`config.mk`:
```
export PLATFORM = sky130hd
export DESIGN_NAME = adder_bist
export DESIGN_NICKNAME = d
export VERILOG_FILES = /design/src/rtl/adder_bist_pkg.sv /design/src/rtl/adder_golden.sv /design/src/rtl/adder_bist.sv
export SDC_FILE = /design/constraint.sdc
export NUM_CORES = 1
export LEC_CHECK = 0
export CAP_MARGIN = 20
export CORE_UTILIZATION = 35
export CTS_CLUSTER_DIAMETER = 60
export CTS_CLUSTER_SIZE = 25
export DETAILED_ROUTE_END_ITERATION = 6
export GPL_ROUTABILITY_DRIVEN = 0
export PLACE_DENSITY = 0.68
export SYNTH_ARGS = -nofsm -noshare
export SYNTH_HDL_FRONTEND = slang
export SYNTH_SLANG_ARGS = --single-unit
```
`constraint.sdc`:
```
create_clock -name clk -period 2.3 [get_ports clk]
set_input_delay 0.23 -clock clk [delete_from_list [all_inputs] [get_ports clk]]
set_output_delay 0.23 -clock clk [all_outputs]
set_load 0.05 [all_outputs]
```
`src/rtl/adder_bist_pkg.sv`:
```
// Shared definitions for the adder BIST initiator.
// Contents: FSM state encoding and the default operand width and settle window.
package adder_bist_pkg;

  typedef enum logic [1:0] {
    IDLE   = 2'd0,
    SETTLE = 2'd1,
    CHECK  = 2'd2,
    DONE   = 2'd3
  } state_t;

  localparam int DEF_WIDTH         = 4;
  localparam int DEF_SETTLE_CYCLES = 2;

endpackage

```
`src/rtl/adder_golden.sv`:
```
// Golden 2's-complement adder model, purely combinational.
// Ports:
//   a, b       in   WIDTH  operands
//   exp_sum    out  WIDTH  expected sum (low WIDTH bits of a+b)
//   exp_carry  out  1      expected unsigned carry out
//   exp_ovf    out  1      expected signed overflow
module adder_golden
  import adder_bist_pkg::*;
#(
  parameter int WIDTH = DEF_WIDTH
) (
  input  logic [WIDTH-1:0] a,
  input  logic [WIDTH-1:0] b,
  output logic [WIDTH-1:0] exp_sum,
  output logic             exp_carry,
  output logic             exp_ovf
);

  logic [WIDTH:0] full;

  assign full      = {1'b0, a} + {1'b0, b};
  assign exp_sum   = full[WIDTH-1:0];
  assign exp_carry = full[WIDTH];
  // Signed overflow: operands share a sign that the result does not.
  assign exp_ovf   = (a[WIDTH-1] == b[WIDTH-1]) && (full[WIDTH-1] != a[WIDTH-1]);

endmodule

```
`src/rtl/adder_bist.sv`:
```
// Built-in self-test initiator for a WIDTH-bit full adder.
// Sweeps every {a,b} pair (a-major), holds each for SETTLE_CYCLES clocks,
// then checks sum/carry/overflow against adder_golden. Counts mismatches
// and records the first failing operand pair.
// Ports:
//   clk          in   1          clock, rising edge
//   reset        in   1          synchronous active-high, clears all state
//   start        in   1          begin a sweep (honoured in IDLE or DONE)
//   a_out        out  WIDTH      operand a to the adder
//   b_out        out  WIDTH      operand b to the adder
//   sum_in       in   WIDTH      adder sum
//   carryout_in  in   1          adder carry out
//   overflow_in  in   1          adder overflow
//   busy         out  1          sweep in progress
//   done         out  1          sweep complete, held until start/reset
//   pass         out  1          no mismatches (valid while done)
//   err_count    out  2*WIDTH+1  mismatch count
//   fail_a       out  WIDTH      a of first mismatch
//   fail_b       out  WIDTH      b of first mismatch
module adder_bist
  import adder_bist_pkg::*;
#(
  parameter int WIDTH         = DEF_WIDTH,
  parameter int SETTLE_CYCLES = DEF_SETTLE_CYCLES
) (
  input  logic                 clk,
  input  logic                 reset,
  input  logic                 start,
  output logic [WIDTH-1:0]     a_out,
  output logic [WIDTH-1:0]     b_out,
  input  logic [WIDTH-1:0]     sum_in,
  input  logic                 carryout_in,
  input  logic                 overflow_in,
  output logic                 busy,
  output logic                 done,
  output logic                 pass,
  output logic [2*WIDTH:0]     err_count,
  output logic [WIDTH-1:0]     fail_a,
  output logic [WIDTH-1:0]     fail_b
);

  localparam int VEC_W = 2 * WIDTH;
  localparam int ERR_W = 2 * WIDTH + 1;
  localparam int CNT_W = (SETTLE_CYCLES > 1) ? $clog2(SETTLE_CYCLES) : 1;

  state_t             state;
  logic [VEC_W-1:0]   vec;
  logic [CNT_W-1:0]   settle_cnt;
  logic [WIDTH-1:0]   exp_sum;
  logic               exp_carry;
  logic               exp_ovf;
  logic               mismatch;
  logic [ERR_W-1:0]   err_next;

  // Saturating increment; the count cannot reach all-ones in practice,
  // but the guard makes wrap structurally impossible.
  function automatic logic [ERR_W-1:0] sat_inc(input logic [ERR_W-1:0] v);
    return (&v) ? v : v + ERR_W'(1);
  endfunction

  assign a_out = vec[VEC_W-1:WIDTH];
  assign b_out = vec[WIDTH-1:0];

  adder_golden #(.WIDTH(WIDTH)) u_golden (
    .a         (a_out),
    .b         (b_out),
    .exp_sum   (exp_sum),
    .exp_carry (exp_carry),
    .exp_ovf   (exp_ovf)
  );

  // Case-inequality so X/Z from the adder is flagged in simulation.
  assign mismatch = (sum_in !== exp_sum) || (carryout_in !== exp_carry) ||
                    (overflow_in !== exp_ovf);

  always_comb begin
    err_next = err_count;
    if (mismatch) err_next = sat_inc(err_count);
  end

  always_ff @(posedge clk) begin
    if (reset) begin
      state      <= IDLE;
      vec        <= '0;
      settle_cnt <= '0;
      busy       <= 1'b0;
      done       <= 1'b0;
      pass       <= 1'b0;
      err_count  <= '0;
      fail_a     <= '0;
      fail_b     <= '0;
    end else begin
      case (state)
        IDLE, DONE: begin
          if (start) begin
            vec        <= '0;
            settle_cnt <= '0;
            err_count  <= '0;
            fail_a     <= '0;
            fail_b     <= '0;
            done       <= 1'b0;
            pass       <= 1'b0;
            busy       <= 1'b1;
            state      <= SETTLE;
          end
        end
        SETTLE: begin
          if (settle_cnt == CNT_W'(SETTLE_CYCLES - 1)) begin
            state <= CHECK;
          end else begin
            settle_cnt <= settle_cnt + CNT_W'(1);
          end
        end
        CHECK: begin
          err_count <= err_next;
          if (mismatch && (err_count == '0)) begin
            fail_a <= a_out;
            fail_b <= b_out;
          end
          if (&vec) begin
            busy  <= 1'b0;
            done  <= 1'b1;
            pass  <= (err_next == '0);
            state <= DONE;
          end else begin
            vec        <= vec + VEC_W'(1);
            settle_cnt <= '0;
            state      <= SETTLE;
          end
        end
        default: state <= IDLE;
      endcase
    end
  end

endmodule
```
==> results of run 1 <==
-- metrics by stage --
step	TNS (ns)	area, µm²	util (%)	hold slack [ns]	std cells
2_1_floorplan	-0.0962	1910	-	0.441	221
5_1_grt	-1.84	2660	52.1	0.507	352
4_1_cts	-0.525	2610	51.2	0.484	351
3_3_place_gp	-0.415	2460	48.1	0.459	338
3_5_place_dp	-1.10	2460	48.1	0.471	338
6_report	-0.888	2660	52.1	0.480	352
-- timing repair --
action,in CTS,in global routing
resized for setup,8,12
gates cloned,0,0
pin swaps,8,7
setup buffers,5,1
endpoints found under the setup margin,12,17
-- worst min-delay path, cell delays in order (launching register included) --
cell,delay (ns)
dfxtp_1,0.33
nor2_1,0.05
nor2_1,0.07
-- power breakdown --
part	leakage [µW]	internal, µW	total, µW	switching [µW]
combinational	0.000676	83.5	220	137
sequential	0.000258	541	552	10.1
clock	0.0000477	207	411	204
-- how the worst max path moves through the flow --
| stage | start | endpoint | depth (start not counted) |
|---|---|---|---|
| 2_1_floorplan | vec[0]$_SDFFE_PP0P_ | err_count[2]$_SDFFE_PP0P_ | 9 |
| 3_5_place_dp | vec[4]$_SDFFE_PP0P_ | fail_a[0]$_SDFFE_PP0P_ | 8 |
| 3_3_place_gp | vec[4]$_SDFFE_PP0P_ | pass$_SDFFE_PP0P_ | 8 |
| 5_1_grt | vec[4]$_SDFFE_PP0P_ | fail_a[1]$_SDFFE_PP0P_ | 10 |
| 6_report | vec[6]$_SDFFE_PP0P_ | pass$_SDFFE_PP0P_ | 10 |
| 4_1_cts | vec[4]$_SDFFE_PP0P_ | pass$_SDFFE_PP0P_ | 9 |
-- registers in the layout (all words and copies together), names as in the netlist --
name and cells:
pass 1, state 2, fail_b 4, done 1
vec 8, fail_a 4, err_count 9, settle_cnt 1
busy 1
-- final cells by class --
class                           instances  area, µm²  area share, %
Clock inverter                          3       15.0          0.564
Clock buffer                            5       68.8           2.58
Multi-Input combinational cell        173       1250           46.9
Tap cell                               70       87.6           3.29
Timing Repair Buffer                   62        563           21.1
Sequential cell                        31        649           24.4
Inverter                                8       30.0           1.13
-- cell families (layout without fill, tap and decap cells) --
family,count (synthesis),count (layout),share of synthesized area (%)
AO/OA/AOI/OAI,64,64,22.2
XOR/XNOR,12,12,5.68
adder cells (fa/ha/maj),11,11,7.84
buffers and inverters,17,78,4.33
flip-flops,31,31,33.5
multiplexers,2,2,1.08
AND/OR/NAND/NOR,84,84,25.3
-- routing by layer --
metal	wire, µm	vias to the layer above	GRT usage [%]	share of wire (%)
li1	-	943	-	-
met1	2290	918	22.5	45
met2	2520	46	33.7	50
met3	198	7	3.61	3.9
met4	53	0	5.66	1.0
met5	0	-	0	0
-- placed cells by master, fill, tap and decap left out, drive strengths merged, types with 6 or more instances in the layout --
master         count
and3              12
nand4             15
nand3             11
clkdlybuf4s50     36
a31oi              6
xnor2              7
o21ai             14
a21oi             23
nand2              9
buf               26
nor2              20
dfxtp             31
ha                10
inv                7
==> impl_metrics.csv, run 1 <==
group,metric,value,unit
run_status,status,"finished with violations",
run_status,violations,"negative setup slack",
timing,worst_slack,-0.139,ns
floorplan,pin_count,37,
setup_path,rr_worst_depth,10,
clocking,clkTransAtPathRegs,0.06,ns
timing,fin_crit,2.44,ns
yosys,netlist_area,0.00185,mm²
setup_path,cp-end-kind,"flop",
timing,finalHoldViolCount,0,
setup_path,cp_num_buf_inv,2,
power,p_per_area,444,mW/mm²
route,ant_nets,0,
clocking,cts_tree,"done",
layout,drive_above_1_share,22.3,%
setup_path,timing.rr.end,"pass$_SDFFE_PP0P_",
route,route.detailed.drc,0,
route,dr.first_iter.drc_count,98,
hold_path,whs_path_depth,2,
global_routing,overflow,0,
global_routing,grt_pass1_vias,1733,
setup_path,crit_path_max_fanout,6,
route,totalWireLength,5060,µm
clocking,cts_made_buffers,5,
yosys,ys_top_cells_by_area,"dfxtp_1 34%, ha_1 6.8%, a21oi_1 6.2%",
yosys,syn-num-nets,241,
layout,antennaDiodeCount,0,
setup_path,crit_slowest_cell,"or4_4",
yosys,synth.distinct_cells,45,
power,p_leak,0.000981,µW
clocking,cts_max_level,2,
route,via_per_inst,5.44,
floorplan,core,0.00511,mm²
floorplan,die_x,74.7,µm
power,peakVddDrop,278,µV
hold_path,min-delay-start,"done$_SDFFE_PP0P_",
setup_path,startpoint_type,"flop",
timing,drv_slew,0,
global_routing,grt_usage,18.7,%
timing,rsz0062_at_grt,"true",
layout,nets,301,
yosys,async_reset_ff_share,0,%
setup_path,crit_family,"simple AND/OR/NAND/NOR gates",
layout,fillCellCount,490,
global_routing,grt_pass1_wl,7910,µm
yosys,yosysMostFrequentCell,"dfxtp_1",
yosys,synth_ff_type,"dfxtp_1",
timing,worst_pin_slew,0.762,ns
setup_path,r2r_slack,-0.14,ns
floorplan,initial_core_util,36.2,%
placement,dpl_worst_slack,-0.144,ns
yosys,ys_ff_latch,31,
timing,fin_crit_sh,106,%
yosys,syn_inst,221,
route,wl_per_cell,14.4,µm
timing,clock_skew,0.00644,ns
clocking,holdBufCountCts,0,
hold_path,worstHoldEndpoint,"done$_SDFFE_PP0P_",
yosys,synth_edf_count,0,
timing,fmax,410,MHz
yosys,syn_area_per_cell,8.37,µm²
placement,io_buffers,36,
yosys,synth_common_cells,"31 x dfxtp_1, 23 x a21oi_1, 20 x nor2_1, 14 x nand4_1, 13 x o21ai_0",
floorplan,die_area,0.00558,mm²
global_routing,grt_max_degree,26,
route,firstDrtPassIters,4,
timing,finalSetupViolations,9,
floorplan,row_count,26,
setup_path,arrival,2.67,ns
setup_path,slowest_delay,0.49,ns
yosys,netlist.area_leader.share,33.5,%
yosys,ys_seq_area_share,33.5,%
clocking,clk_latency,0.28,ns
hold_path,hold_class,"reg2reg",
yosys,ys_warn_count,0,
setup_path,r2r-start,"vec[6]$_SDFFE_PP0P_",
route,vias,1914,
clocking,clock_path_buffers,2,
clocking,cts_root_buffer,"clkbuf_8",
setup_path,cp.required,2.53,ns
setup_path,crit_type,"reg2reg",
global_routing,antenna_found_initial,0,
power,p_total,1180,µW
clocking,cts_sinks,31,
run,max-cap-violations,0,
setup_path,path_cells,"ha_4 > a21oi_2 > and3_4 > or4_4 > nand4_4 > buf_6 > buf_4 > nand4_1 > a222oi_1 > a31o_1",
placement,hpwl,3630,µm
floorplan,chipHeight,74.7,µm
yosys,yosysTopAreaCell,"dfxtp_1",
timing,maxSlewHeadroom,48.7,%
layout,area_growth,43.9,%
No activity file was read; power rests on OpenSTA's default activity.
==> inputs of run 2 (changes only) <==
CAP_MARGIN = unset   (was 20)
==> results of run 2 <==
Final layout, timing and power as in run 1 (identical DEF).
==> inputs of run 3 (changes only) <==
PLACE_DENSITY = 0.66   (was 0.68)
RECOVER_POWER = 100   (was unset)
REMOVE_ABC_BUFFERS = 1   (was unset)
clock period = 2.4 ns   (was 2.3 ns; I/O delays follow)
==> run 3 against run 2 <==
Compared with the run above: the run still ends with negative setup slack left; critical path depth decreased by 2; sequential share of layout area decreased by 0.88 points; sequential cell count unchanged; setup slack improved by 0.086 ns; via count increased by 0.21%; first-iteration DRC count increased by 22%.
==> impl_metrics.csv, run 3 (synthesis gave the netlist of run 1 again) <==
group,metric,value,unit
run_status,status,"finished with violations",
run_status,violations,"negative setup slack",
setup_path,crit_slowest_cell,"fa_2",
layout,register_area,623,µm²
timing,fin_crit_sh,102,%
clocking,clock_path_buffers,2,
floorplan,chipHeight,74.7,µm
global_routing,grt_max_degree,26,
setup_path,crit_type,"reg2reg",
placement,dpl_worst_slack,-0.0760,ns
power,power.internal,931,µW
power,pwr-share-seq,42.1,%
power,p_per_area,479,mW/mm²
route,wl_per_cell,14.3,µm
layout,largest_reg_flops,9,
setup_path,r2r-start,"vec[0]$_SDFFE_PP0P_",
route,ant_nets,0,
clocking,cts_made_buffers,5,
hold_path,min-delay-start,"fail_a[2]$_SDFFE_PP0P_",
clocking,clk_latency,0.28,ns
global_routing,use_met1,25.1,%
route,dr.first_iter.drc_count,120,
layout,largestRegisters,"err_count x9, vec x8",
global_routing,antenna_found_initial,0,
timing,fin_crit,2.45,ns
layout,drive_above_1_share,17.4,%
floorplan,die_x,74.7,µm
layout,fin_util,51.9,%
setup_path,path_cells,"ha_4 > fa_2 > xnor2_2 > o2111a_2 > nand4_4 > a21o_1 > a222oi_1 > a31o_1",
timing,clock_skew,0.0111,ns
setup_path,rr_worst_depth,8,
hold_path,whs_path_depth,2,
route,firstDrtPassIters,4,
setup_path,crit_start,"vec[0]$_SDFFE_PP0P_",
timing,rsz0062_at_grt,"true",
power,switching_power,339,µW
power,p_total,1270,µW
setup_path,cp.required,2.62,ns
setup_path,arrival,2.67,ns
setup_path,startpoint_type,"flop",
setup_path,cp.depth,8,
global_routing,overflow,0,
global_routing,grt_pass1_vias,1737,
route,totalWireLength,5040,µm
timing,maxSlewHeadroom,45.8,%
timing,finalSetupViolations,1,
layout,multi_input_area,0.00126,mm²
layout,antennaDiodeCount,0,
clocking,cts_sinks,31,
route,route.detailed.drc,0,
setup_path,timing.rr.end,"pass$_SDFFE_PP0P_",
floorplan,die_area,0.00558,mm²
hold_path,worstHoldEndpoint,"fail_a[2]$_SDFFE_PP0P_",
global_routing,use_met2,32.2,%
layout,nets,300,
layout,area_growth,43.2,%
setup_path,cp_num_buf_inv,0,
clocking,clkTransAtPathRegs,0.07,ns
power,p_clk_share,41.8,%
setup_path,r2r_slack,-0.05,ns
floorplan,row_count,26,
floorplan,initial_core_util,36.2,%
timing,drv_slew,0,
clocking,cts_tree,"done",
timing,fmax,408,MHz
power,p_leak,0.00108,µW
setup_path,slowest_delay,0.54,ns
clocking,cts_root_buffer,"clkbuf_8",
timing,tns,-0.0527,ns
power,netSwitchingFraction,26.7,%
setup_path,cp-end-kind,"flop",
global_routing,grtUsageMet3,3.35,%
timing,worst_pin_slew,0.806,ns
placement,hpwl,3480,µm
timing,holdWs,0.478,ns
power,peakVddDrop,259,µV
clocking,cts_max_level,2,
floorplan,core,0.00511,mm²
run,max-cap-violations,0,
placement,io_buffers,36,
route,vias,1918,
floorplan,pin_count,37,
power,combinationalPowerShare,16.1,%
global_routing,grt_pass1_wl,8070,µm
layout,fillCellCount,494,
layout,final_common_cell,"dfxtp_1",
timing,worst_slack,-0.0527,ns
global_routing,grt_usage,19.3,%
setup_path,crit_path_max_fanout,6,
layout,largest-register,"err_count",
hold_path,hold_class,"reg2reg",
timing,finalHoldViolCount,0,
setup_path,crit_family,"compound AO/OA/AOI/OAI gates",
global_routing,gr-max-usage-layer,"met2",
route,via_per_inst,5.46,
layout,final_cell_mix,"29 x dfxtp_1, 28 x dlygate4sd3_1, 21 x a21oi_1",
-- run 3: repair_timing --
| action | in CTS | in global routing |
|---|---|---|
| pin swaps | 8 | 8 |
| hold endpoints to repair | 0 | 0 |
| endpoints found under the setup margin | 12 | 13 |
| hold buffers | 0 | 0 |
| gates cloned | 1 | 0 |
| buffers inserted | 3 | 2 |
| resized for setup | 13 | 12 |
-- run 3: area by class of cell --
class	count	share of cell area [%]
multi-input combinational	174	47.5
sequential	31	23.5
timing repair buffer	60	20.1
tap	70	3.31
clock buffer	6	3.12
clock inverter	2	1.32
inverter	8	1.13
-- run 3: worst max path at each step --
stage / endpoint
6_report: pass$_SDFFE_PP0P_
5_1_grt: pass$_SDFFE_PP0P_
4_1_cts: pass$_SDFFE_PP0P_
3_5_place_dp: pass$_SDFFE_PP0P_
3_3_place_gp: pass$_SDFFE_PP0P_
2_1_floorplan: pass$_SDFFE_PP0P_
-- run 3: routing by layer --
metal | part of all wire, % | up-vias
met3 | 5.5 | 5
met4 | 0.87 | 0
met5 | 0 | -
li1 | - | 950
met1 | 46 | 894
met2 | 48 | 69
-- run 3: stage by stage --
stage	instances	instance area [µm²]
final	351	2650
after global routing	351	2650
after CTS	349	2620
after detailed placement	337	2390
after global placement	337	2390
after floorplan	212	1800
-- run 3: worst register-to-register path, delay by kind of cell (launching register included) --
family | cells | cell delay, ns
AO/OA/AOI/OAI | 4 | 1.07
adder cells (fa/ha/maj) | 2 | 0.70
flip-flops | 1 | 0.34
AND/OR/NAND/NOR | 1 | 0.16
XOR/XNOR | 1 | 0.12
-- run 3: power by group through the flow --
stage | combinational [µW] | sequential, µW | clock (µW)
floorplan | 116 | 556 | 0
global placement | 198 | 546 | 0
detailed placement | 201 | 546 | 0
CTS | 208 | 535 | 541
global route | 224 | 537 | 567
finish | 204 | 534 | 531
